$ cat src/rtl/cpu_controller_if.sv
`default_nettype none
// ============================================================================
// Module   : cpu_controller_if
// Purpose  : Instruction-side and datapath-control signals of cpu_controller.
// Revision : 1.0 - initial release
// ============================================================================
interface cpu_controller_if #(
   parameter int DATA_W = 16
);
   logic [DATA_W-1:0] in_i;
   logic              load_i;
   logic              s_i;
   logic              w_o;
   logic [2:0]        readnum_o;
   logic [2:0]        writenum_o;
   logic              write_o;
   logic [1:0]        vsel_o;
   logic              loada_o;
   logic              loadb_o;
   logic              asel_o;
   logic              bsel_o;
   logic [1:0]        shift_o;
   logic [1:0]        ALUop_o;
   logic              loadc_o;
   logic              loads_o;
   logic [DATA_W-1:0] sximm8_o;
   logic [DATA_W-1:0] sximm5_o;

   modport master (
      output in_i, load_i, s_i,
      input  w_o, readnum_o, writenum_o, write_o, vsel_o, loada_o, loadb_o,
             asel_o, bsel_o, shift_o, ALUop_o, loadc_o, loads_o, sximm8_o, sximm5_o
   );

   modport slave (
      input  in_i, load_i, s_i,
      output w_o, readnum_o, writenum_o, write_o, vsel_o, loada_o, loadb_o,
             asel_o, bsel_o, shift_o, ALUop_o, loadc_o, loads_o, sximm8_o, sximm5_o
   );
endinterface
`default_nettype wire

$ cat src/rtl/cpu_controller.sv
`default_nettype none
// ============================================================================
// Module   : cpu_controller
// Purpose  : Instruction register, decoder and Moore control FSM for the datapath.
// Revision : 1.0 - initial release
// ============================================================================
module cpu_controller #(
   parameter int DATA_W = 16
) (
   input  logic              clk,
   input  logic              reset_n,
   cpu_controller_if.slave   bus
);
   typedef enum logic [2:0] {
      S_WAIT   = 3'd0,
      S_DECODE = 3'd1,
      S_GETA   = 3'd2,
      S_GETB   = 3'd3,
      S_OPER   = 3'd4,
      S_WREG   = 3'd5,
      S_WIMM   = 3'd6
   } state_t;

   state_t            state_q, state_d;
   logic [DATA_W-1:0] ir_q, ir_d;

   logic [2:0] op, rn, rd, rm;
   logic [1:0] sub, sh;
   logic       is_alu, is_movr, is_movi, is_cmp;

   assign op  = ir_q[15:13];
   assign sub = ir_q[12:11];
   assign rn  = ir_q[10:8];
   assign rd  = ir_q[7:5];
   assign sh  = ir_q[4:3];
   assign rm  = ir_q[2:0];

   assign is_alu  = (op == 3'b101);
   assign is_movr = (op == 3'b110) && (sub == 2'b00);
   assign is_movi = (op == 3'b110) && (sub == 2'b10);
   assign is_cmp  = is_alu && (sub == 2'b01);

   assign bus.sximm8_o = {{(DATA_W-8){ir_q[7]}}, ir_q[7:0]};
   assign bus.sximm5_o = {{(DATA_W-5){ir_q[4]}}, ir_q[4:0]};

   always_ff @(posedge clk or negedge reset_n) begin
      if (!reset_n) begin
         state_q <= S_WAIT;
         ir_q    <= '0;
      end else begin
         state_q <= state_d;
         ir_q    <= ir_d;
      end
   end

   // IR capture is combinational here so a load+s edge executes the new word.
   always_comb begin
      ir_d           = ir_q;
      state_d        = state_q;
      bus.w_o        = 1'b0;
      bus.readnum_o  = 3'd0;
      bus.writenum_o = 3'd0;
      bus.write_o    = 1'b0;
      bus.vsel_o     = 2'b00;
      bus.loada_o    = 1'b0;
      bus.loadb_o    = 1'b0;
      bus.asel_o     = 1'b0;
      bus.bsel_o     = 1'b0;
      bus.shift_o    = 2'b00;
      bus.ALUop_o    = 2'b00;
      bus.loadc_o    = 1'b0;
      bus.loads_o    = 1'b0;
      unique case (state_q)
         S_WAIT: begin
            bus.w_o = 1'b1;
            if (bus.load_i) ir_d = bus.in_i;
            if (bus.s_i)    state_d = S_DECODE;
         end
         S_DECODE: begin
            if (is_movi)      state_d = S_WIMM;
            else if (is_movr) state_d = S_GETB;
            else if (is_alu)  state_d = S_GETA;
            else              state_d = S_WAIT;
         end
         S_GETA: begin
            bus.readnum_o = rn;
            bus.loada_o   = 1'b1;
            state_d       = S_GETB;
         end
         S_GETB: begin
            bus.readnum_o = rm;
            bus.loadb_o   = 1'b1;
            state_d       = S_OPER;
         end
         S_OPER: begin
            bus.shift_o = sh;
            bus.asel_o  = is_movr;
            bus.ALUop_o = is_movr ? 2'b00 : sub;
            if (is_cmp) begin
               bus.loads_o = 1'b1;
               state_d     = S_WAIT;
            end else begin
               bus.loadc_o = 1'b1;
               state_d     = S_WREG;
            end
         end
         S_WREG: begin
            bus.writenum_o = rd;
            bus.vsel_o     = 2'b00;
            bus.write_o    = 1'b1;
            state_d        = S_WAIT;
         end
         S_WIMM: begin
            bus.writenum_o = rn;
            bus.vsel_o     = 2'b10;
            bus.write_o    = 1'b1;
            state_d        = S_WAIT;
         end
         default: state_d = S_WAIT;
      endcase
   end
endmodule
`default_nettype wire

$ cat src/flat_wrapper.sv
// flat-port wrapper written by rule: the top's interface ports become plain ports
module cpu_controller_flat 
#(
   parameter int DATA_W = 16
)
  (clk, reset_n, bus_in_i, bus_load_i, bus_s_i, bus_w_o, bus_readnum_o, bus_writenum_o, bus_write_o, bus_vsel_o, bus_loada_o, bus_loadb_o, bus_asel_o, bus_bsel_o, bus_shift_o, bus_ALUop_o, bus_loadc_o, bus_loads_o, bus_sximm8_o, bus_sximm5_o);
  cpu_controller_if #(.DATA_W(DATA_W)) bus_i ();
  input  logic clk;
  input  logic reset_n;
  input wire logic [$bits(bus_i.in_i)-1:0] bus_in_i;
  input wire logic [$bits(bus_i.load_i)-1:0] bus_load_i;
  input wire logic [$bits(bus_i.s_i)-1:0] bus_s_i;
  output wire logic [$bits(bus_i.w_o)-1:0] bus_w_o;
  output wire logic [$bits(bus_i.readnum_o)-1:0] bus_readnum_o;
  output wire logic [$bits(bus_i.writenum_o)-1:0] bus_writenum_o;
  output wire logic [$bits(bus_i.write_o)-1:0] bus_write_o;
  output wire logic [$bits(bus_i.vsel_o)-1:0] bus_vsel_o;
  output wire logic [$bits(bus_i.loada_o)-1:0] bus_loada_o;
  output wire logic [$bits(bus_i.loadb_o)-1:0] bus_loadb_o;
  output wire logic [$bits(bus_i.asel_o)-1:0] bus_asel_o;
  output wire logic [$bits(bus_i.bsel_o)-1:0] bus_bsel_o;
  output wire logic [$bits(bus_i.shift_o)-1:0] bus_shift_o;
  output wire logic [$bits(bus_i.ALUop_o)-1:0] bus_ALUop_o;
  output wire logic [$bits(bus_i.loadc_o)-1:0] bus_loadc_o;
  output wire logic [$bits(bus_i.loads_o)-1:0] bus_loads_o;
  output wire logic [$bits(bus_i.sximm8_o)-1:0] bus_sximm8_o;
  output wire logic [$bits(bus_i.sximm5_o)-1:0] bus_sximm5_o;
  assign bus_i.in_i = bus_in_i;
  assign bus_i.load_i = bus_load_i;
  assign bus_i.s_i = bus_s_i;
  assign bus_w_o = bus_i.w_o;
  assign bus_readnum_o = bus_i.readnum_o;
  assign bus_writenum_o = bus_i.writenum_o;
  assign bus_write_o = bus_i.write_o;
  assign bus_vsel_o = bus_i.vsel_o;
  assign bus_loada_o = bus_i.loada_o;
  assign bus_loadb_o = bus_i.loadb_o;
  assign bus_asel_o = bus_i.asel_o;
  assign bus_bsel_o = bus_i.bsel_o;
  assign bus_shift_o = bus_i.shift_o;
  assign bus_ALUop_o = bus_i.ALUop_o;
  assign bus_loadc_o = bus_i.loadc_o;
  assign bus_loads_o = bus_i.loads_o;
  assign bus_sximm8_o = bus_i.sximm8_o;
  assign bus_sximm5_o = bus_i.sximm5_o;
  cpu_controller #(.DATA_W(DATA_W)) u_core (.clk(clk), .reset_n(reset_n), .bus(bus_i));
endmodule
$ cat config.mk
export PLATFORM = sky130hd
export DESIGN_NAME = cpu_controller_flat
export DESIGN_NICKNAME = d
export VERILOG_FILES = /design/src/rtl/cpu_controller_if.sv /design/src/rtl/cpu_controller.sv /design/src/flat_wrapper.sv
export SDC_FILE = /design/constraint.sdc
export NUM_CORES = 1
export LEC_CHECK = 0
export CELL_PAD_IN_SITES_DETAIL_PLACEMENT = 1
export CELL_PAD_IN_SITES_GLOBAL_PLACEMENT = 1
export CORE_UTILIZATION = 28
export DETAILED_ROUTE_END_ITERATION = 8
export GPL_ROUTABILITY_DRIVEN = 0
export HOLD_SLACK_MARGIN = 0.05
export PLACE_DENSITY = 0.91
export SETUP_SLACK_MARGIN = 0.02
export SYNTH_ARGS = -nofsm -noshare
export SYNTH_HDL_FRONTEND = slang
export SYNTH_SLANG_ARGS = --single-unit
$ cat constraint.sdc
create_clock -name clk -period 1.6 [get_ports clk]
set_input_delay 0.24 -clock clk [delete_from_list [all_inputs] [get_ports clk]]
set_output_delay 0.24 -clock clk [all_outputs]
set_load 0.01 [all_outputs]
==> flow_metrics.py, run 1 <==
metrics = {
    "outcome": {
        "run_status": "finished, violations left",
        "violations": "setup timing",
    },
    "clocking": {
        "clkLatencyLatePin_ns": 0.26,
        "cts_buffer_depth": 2,
        "tritoncts.num_buffers": 3,
        "cts_tree": "built",
        "cts_num_sinks": 19,
        "htree_levels": 1,
        "cts_root_buf": "sky130_fd_sc_hd__clkbuf_8",
        "path_clk_slew_ns": 0.07,
    },
    "cells_and_area": {
        "most-common-layout-cells": "sky130_fd_sc_hd__clkdlybuf4s50_1, sky130_fd_sc_hd__buf_4, sky130_fd_sc_hd__mux2_4, sky130_fd_sc_hd__dfrtp_1, sky130_fd_sc_hd__dlygate4sd2_1",
        "layout.filler_cells": 455,
        "layout_commonest_cell": "sky130_fd_sc_hd__clkdlybuf4s50_1",
        "antenna_cells_inserted": 0,
        "layout.core_utilization_pct": 50.8,
        "layout-area-overhead-vs-synth_pct": 67.8,
        "multi_input_comb_area_um2": 607,
        "final_net_count": 205,
        "final_layout_size_suffix_gt1_share_pct": 52.2,
        "ff_latch_area_um2": 479,
    },
    "placed_design": {
        "io_buffer_count": 69,
        "dp_hpwl_mm": 2.72,
        "detailedPlace.worstSlack_ns": -0.291,
    },
    "setup_path": {
        "crit_path_top_delay_cell": "sky130_fd_sc_hd__dfrtp_2",
        "r2r-start": "u_core.state_q[2]",
        "required_ns": 1.36,
        "crit_chain": "buf_4 -> nor2b_4 -> a22oi_2 -> nor2_1 -> buf_2",
        "critPathArrivalTime_ns": 1.45,
        "crit_type": "flip-flop to output pin",
        "worst_path_largest_cell_delay_ns": 0.47,
        "cp_max_fo": 6,
        "timing.critical_path.from": "u_core.state_q[1]",
        "critical_path.startpoint_type": "flip-flop",
        "critPathCaptureType": "output pin",
    },
    "power": {
        "leakagePower_nw": 1.04,
        "vdd_drop_max_mv": 0.813,
        "pwr_density_cell_nw_per_um2": 2010,
    },
    "synthesis": {
        "ys_async_sr_fraction_pct": 100,
        "postSynthAreaPerCell_um2": 11.0,
        "synth-main-ff-cell": "sky130_fd_sc_hd__dfrtp_1",
        "yosys.area_share.adder_pct": 0,
        "synth_simple_gate_area_share_pct": 11.8,
        "yosysUniqueCellTypes": 29,
        "mappedNetlistArea_um2": 1250,
        "largest_family_of_logic_cells_by_synthesized_area": "buffers and inverters",
        "synth_mux_area_share_pct": 17.4,
        "syn_inst": 114,
        "yosysWarnings": 0,
        "seq_area_frac_synth_pct": 37.9,
        "yosys_register_bits": 19,
        "synth_compound_area_share_pct": 7.98,
        "synth_enable_flop_cells": 0,
        "synth_xor_area_share_pct": 0,
    },
    "sta": {
        "min_period_over_period_pct": 105,
        "fin_tns_setup_ns": -0.516,
        "fin_crit_ns": 1.69,
        "finalSetupViolCount": 13,
        "hold_viol": 0,
        "grt_setup_unrepaired": "yes",
        "fmaxAchievable_mhz": 593,
        "worst_hold_slack_ns": 0.318,
        "clock-skew-final_ns": 0.00153,
        "finalWorstSetupSlack_ns": -0.0852,
        "report.final.slew_viol_count": 0,
    },
    "global_routing": {
        "antenna_found_initial": 0,
        "first_pass_grt_wire_length_mm": 6.20,
        "overflow": 0,
        "first_global_vias": 1119,
        "gr-usage-all-layers_pct": 18.4,
        "grt_max_degree": 20,
    },
    "routing": {
        "initialDrtViolationCount": 39,
        "final_antenna_net_count": 0,
        "vias_per_cell": 4.54,
        "firstDrtPassIters": 3,
        "via_count": 1063,
        "routed_wl_mm": 4.27,
        "detail_route.wl_per_cell_um": 18.2,
        "drc": 0,
    },
    "floorplan": {
        "chipWidth_um": 68.9,
        "chipHeight_um": 68.9,
        "placementRows": 23,
        "core-area_um2": 4140,
        "die_area_um2": 4750,
        "ios": 72,
        "starting_density_of_the_core_pct": 30.3,
    },
    "job": {
        "max-cap-violations": 0,
    },
    "min_path": {
        "worstHoldPathType": "input port to async pin",
    },
}
## layer usage
| metal | GRT usage [%] | wire length, um |
|---|---|---|
| met1 | 22.7 | 1770 |
| met2 | 32.0 | 2260 |
| met3 | 3.95 | 193 |
| met4 | 4.85 | 46 |
| met5 | 0 | 0 |
## final timing paths
kind,endpoint,slack (ns),cells past startpoint
min,u_core.ir_q[9],0.32,2
min in group clk,u_core.ir_q[2],0.59,2
min reg2reg,u_core.ir_q[1],0.59,1
max in group asynchronous,u_core.state_q[1],1.06,2
max reg2reg,u_core.ir_q[6],0,5
max,bus_writenum_o[0],-0.09,5
## final cells by class
class,instances,share of cell area (%)
Multi-Input combinational cell,58,28.9
Timing Repair Buffer,101,42.9
Sequential cell,19,22.8
Clock buffer,4,2.14
Tap cell,50,2.97
Inverter,2,0.357
## cells in the mapped netlist (2+ instances only)
library cell	number	area share, %
sky130_fd_sc_hd__a22o_1	3	2.1
sky130_fd_sc_hd__a22oi_1	3	1.8
sky130_fd_sc_hd__and2_1	5	2.5
sky130_fd_sc_hd__and3_1	2	1.0
sky130_fd_sc_hd__buf_4	34	20
sky130_fd_sc_hd__dfrtp_1	19	38
sky130_fd_sc_hd__mux2_2	6	5.4
sky130_fd_sc_hd__mux2_4	10	12
sky130_fd_sc_hd__nand2_1	2	0.60
sky130_fd_sc_hd__nor2_1	7	2.1
sky130_fd_sc_hd__nor2b_1	4	2.0
sky130_fd_sc_hd__o211ai_1	2	1.2
## through the flow
stage	cells	power, mW	instance area, um^2
2_1_floorplan	115	2.66	1260
3_3_place_gp	222	3.54	1900
3_5_place_dp	222	3.64	1900
4_1_cts	231	4.08	1970
5_1_grt	234	4.51	2100
6_report	234	4.23	2100
## flip-flops by register name, summed over array words and instances (netlist names)
register,count
u_core.state_q,3
u_core.ir_q,16
## power breakdown
part	total, mW	switching, mW	internal (mW)
combinational	2.87	1.18	1.68
sequential	1.01	0.279	0.731
clock	0.353	0.175	0.178
## cells by family after synthesis
group | after synthesis
AO/OA/AOI/OAI | 13
buffers and inverters | 39
flip-flops | 19
multiplexers | 16
other | 1
AND/OR/NAND/NOR | 26
## timing repair
action | 4_1_cts | 5_1_grt
pin swaps | 9 | 12
setup endpoints to repair | 56 | 41
gates resized for setup | 105 | 35
hold buffers | 0 | 0
buffers inserted | 5 | 3
cloned | 1 | 0
## worst max-delay path, delay by kind of cell, from the launching register on
family / cells / cell delay (ns)
AND/OR/NAND/NOR: 2 / 0.33
buffers and inverters: 2 / 0.32
flip-flops: 1 / 0.47
AO/OA/AOI/OAI: 1 / 0.07
Power figures use the tool's default switching activity.
==> run 2: changes to the inputs <==
--- a/config.mk
+++ b/config.mk
@@ -11,7 +11,7 @@
 export DETAILED_ROUTE_END_ITERATION = 8
 export GPL_ROUTABILITY_DRIVEN = 0
 export HOLD_SLACK_MARGIN = 0.05
-export PLACE_DENSITY = 0.91
+export PLACE_DENSITY = 0.93
 export SETUP_SLACK_MARGIN = 0.02
 export SYNTH_ARGS = -nofsm -noshare
 export SYNTH_HDL_FRONTEND = slang
==> flow_metrics.py, run 2 (synthesis gave the netlist of run 1 again) <==
metrics = {
    "sta": {
        "min_period_over_period_pct": 112,
        "finalSetupViolCount": 30,
        "grt_setup_unrepaired": "yes",
        "worst_hold_slack_ns": 0.313,
        "fin_tns_setup_ns": -1.85,
        "report.final.slew_viol_count": 0,
        "finalWorstSetupSlack_ns": -0.187,
        "fmaxAchievable_mhz": 560,
        "fin_crit_ns": 1.79,
        "clock-skew-final_ns": 0.00535,
        "hold_viol": 0,
    },
    "routing": {
        "vias_per_cell": 4.54,
        "final_antenna_net_count": 0,
        "firstDrtPassIters": 4,
        "via_count": 1081,
        "drc": 0,
        "routed_wl_mm": 4.44,
        "initialDrtViolationCount": 25,
        "detail_route.wl_per_cell_um": 18.7,
    },
    "power": {
        "vdd_drop_max_mv": 1.04,
        "leakagePower_nw": 1.10,
        "total_power_mw": 4.50,
        "pwr_density_cell_nw_per_um2": 2070,
    },
    "clocking": {
        "cts_num_sinks": 19,
        "clkLatencyLatePin_ns": 0.26,
        "cts_root_buf": "sky130_fd_sc_hd__clkbuf_8",
        "tritoncts.num_buffers": 3,
        "htree_levels": 1,
        "hold_buffers": 0,
        "path_clk_slew_ns": 0.08,
        "cts_tree": "built",
        "cts_buffer_depth": 2,
    },
    "outcome": {
        "run_status": "finished, violations left",
        "violations": "setup timing",
    },
    "cells_and_area": {
        "largestRegisters": "u_core.ir_q: 16 flops, u_core.state_q: 3 flops",
        "most-common-layout-cells": "sky130_fd_sc_hd__clkdlybuf4s50_1, sky130_fd_sc_hd__buf_4, sky130_fd_sc_hd__mux2_4, sky130_fd_sc_hd__dfrtp_1, sky130_fd_sc_hd__buf_6",
        "layout-area-overhead-vs-synth_pct": 73.7,
        "antenna_cells_inserted": 0,
        "largest-register": "u_core.ir_q",
        "final_net_count": 209,
        "largest_register_ffs": 16,
        "layout.core_utilization_pct": 52.5,
        "layout_commonest_cell": "sky130_fd_sc_hd__clkdlybuf4s50_1",
        "multi_input_comb_area_um2": 577,
        "ff_latch_area_um2": 479,
        "layout.filler_cells": 455,
        "layoutNonFillerInstCount": 238,
        "final_layout_size_suffix_gt1_share_pct": 52.1,
        "finalInstanceArea_um2": 2180,
    },
    "setup_path": {
        "cp_max_fo": 6,
        "critPathArrivalTime_ns": 1.55,
        "cp_num_buf_inv": 2,
        "r2r-start": "u_core.state_q[2]",
        "timing.rr.end": "u_core.ir_q[14]",
        "critPathCaptureType": "output pin",
        "ff2ff_path_depth": 6,
        "crit_chain": "or2b_1 -> nor2_2 -> buf_4 -> a22o_1 -> buf_2",
        "crit_path_top_delay_cell": "sky130_fd_sc_hd__dfrtp_2",
        "ff2ff_setup_slack_ns": -0.05,
        "crit_type": "flip-flop to output pin",
        "worst_path_largest_cell_delay_ns": 0.46,
        "crit_family": "flip-flops",
        "required_ns": 1.36,
        "critical_path.startpoint_type": "flip-flop",
    },
    "global_routing": {
        "overflow": 0,
        "first_pass_grt_wire_length_mm": 6.47,
        "first_global_vias": 1167,
        "antenna_found_initial": 0,
        "grt_max_degree": 20,
        "gr-usage-all-layers_pct": 19.4,
    },
    "placed_design": {
        "dpl_cell_area_um2": 1920,
        "detailedPlace.worstSlack_ns": -0.285,
        "place.detailed.instances": 221,
        "dp_hpwl_mm": 2.77,
        "io_buffer_count": 69,
    },
    "floorplan": {
        "chipWidth_um": 68.9,
        "placementRows": 23,
        "core-area_um2": 4140,
        "ios": 72,
        "starting_density_of_the_core_pct": 30.3,
        "die_area_um2": 4750,
        "chipHeight_um": 68.9,
    },
    "min_path": {
        "worstHoldPathType": "input port to async pin",
    },
    "job": {
        "max-cap-violations": 0,
    },
}
run 2: changes by cell type in the layout (fill, tap and decap cells not counted), moves of 2 or more:
| cell | previous run | this run |
|---|---|---|
| sky130_fd_sc_hd__and3_4 | 2 | 0 |
| sky130_fd_sc_hd__buf_12 | 0 | 2 |
| sky130_fd_sc_hd__buf_2 | 11 | 13 |
| sky130_fd_sc_hd__buf_6 | 12 | 15 |
| sky130_fd_sc_hd__clkdlybuf4s50_1 | 29 | 32 |
| sky130_fd_sc_hd__dlygate4sd2_1 | 15 | 9 |
| sky130_fd_sc_hd__dlymetal6s2s_1 | 7 | 10 |
| sky130_fd_sc_hd__nor2_2 | 2 | 4 |
| sky130_fd_sc_hd__nor2_4 | 2 | 0 |
run 2: worst max path at each step:
stage / startpoint / end / cells past startpoint
2_1_floorplan: u_core.state_q[1] / u_core.ir_q[10] / 6
3_3_place_gp: u_core.state_q[1] / bus_readnum_o[0] / 4
3_5_place_dp: u_core.state_q[0] / bus_shift_o[0] / 5
4_1_cts: u_core.state_q[0] / bus_shift_o[0] / 6
5_1_grt: u_core.state_q[0] / bus_readnum_o[0] / 5
6_report: u_core.state_q[0] / bus_readnum_o[0] / 5
run 2: what timing repair did:
item	4_1_cts	5_1_grt
buffers inserted	11	3
resized for setup	105	32
gates cloned	1	0
endpoints found under the setup margin	56	45
pin swaps	6	10
run 2: per-layer routing:
metal / routed length, um / GRT usage, % / vias up / share of wire (%)
li1: - / - / 499 / -
met2: 2310 / 33.6 / 38 / 52
met5: 0 / 0 / - / 0
met1: 1860 / 24.4 / 540 / 42
met3: 234 / 4.61 / 4 / 5.3
met4: 40 / 3.57 / 0 / 0.90
run 2: where the power goes:
group	internal, mW	total, mW	leakage (nW)	switching [mW]
Sequential	0.731	1.02	0.223	0.288
Clock	0.177	0.343	0.0228	0.166
Combinational	1.88	3.14	0.855	1.25
Total	2.79	4.50	1.10	1.71
run 2: cell type report:
type                    instances  share of cell area (%)
clock buffers                   4                    2.07
repair buffers                106                    46.2
well taps                      50                    2.87
inverters                       2                   0.345
multi-input cells              57                    26.5
flip-flops and latches         19                    22.0
run 2: worst reg2reg max path, cell delays in order, from the launching register on:
cell	delay [ns]
sky130_fd_sc_hd__dfrtp_1	0.42
sky130_fd_sc_hd__buf_6	0.14
sky130_fd_sc_hd__buf_6	0.11
sky130_fd_sc_hd__nor3_4	0.15
sky130_fd_sc_hd__and2_4	0.25
sky130_fd_sc_hd__buf_12	0.15
sky130_fd_sc_hd__mux2_4	0.31
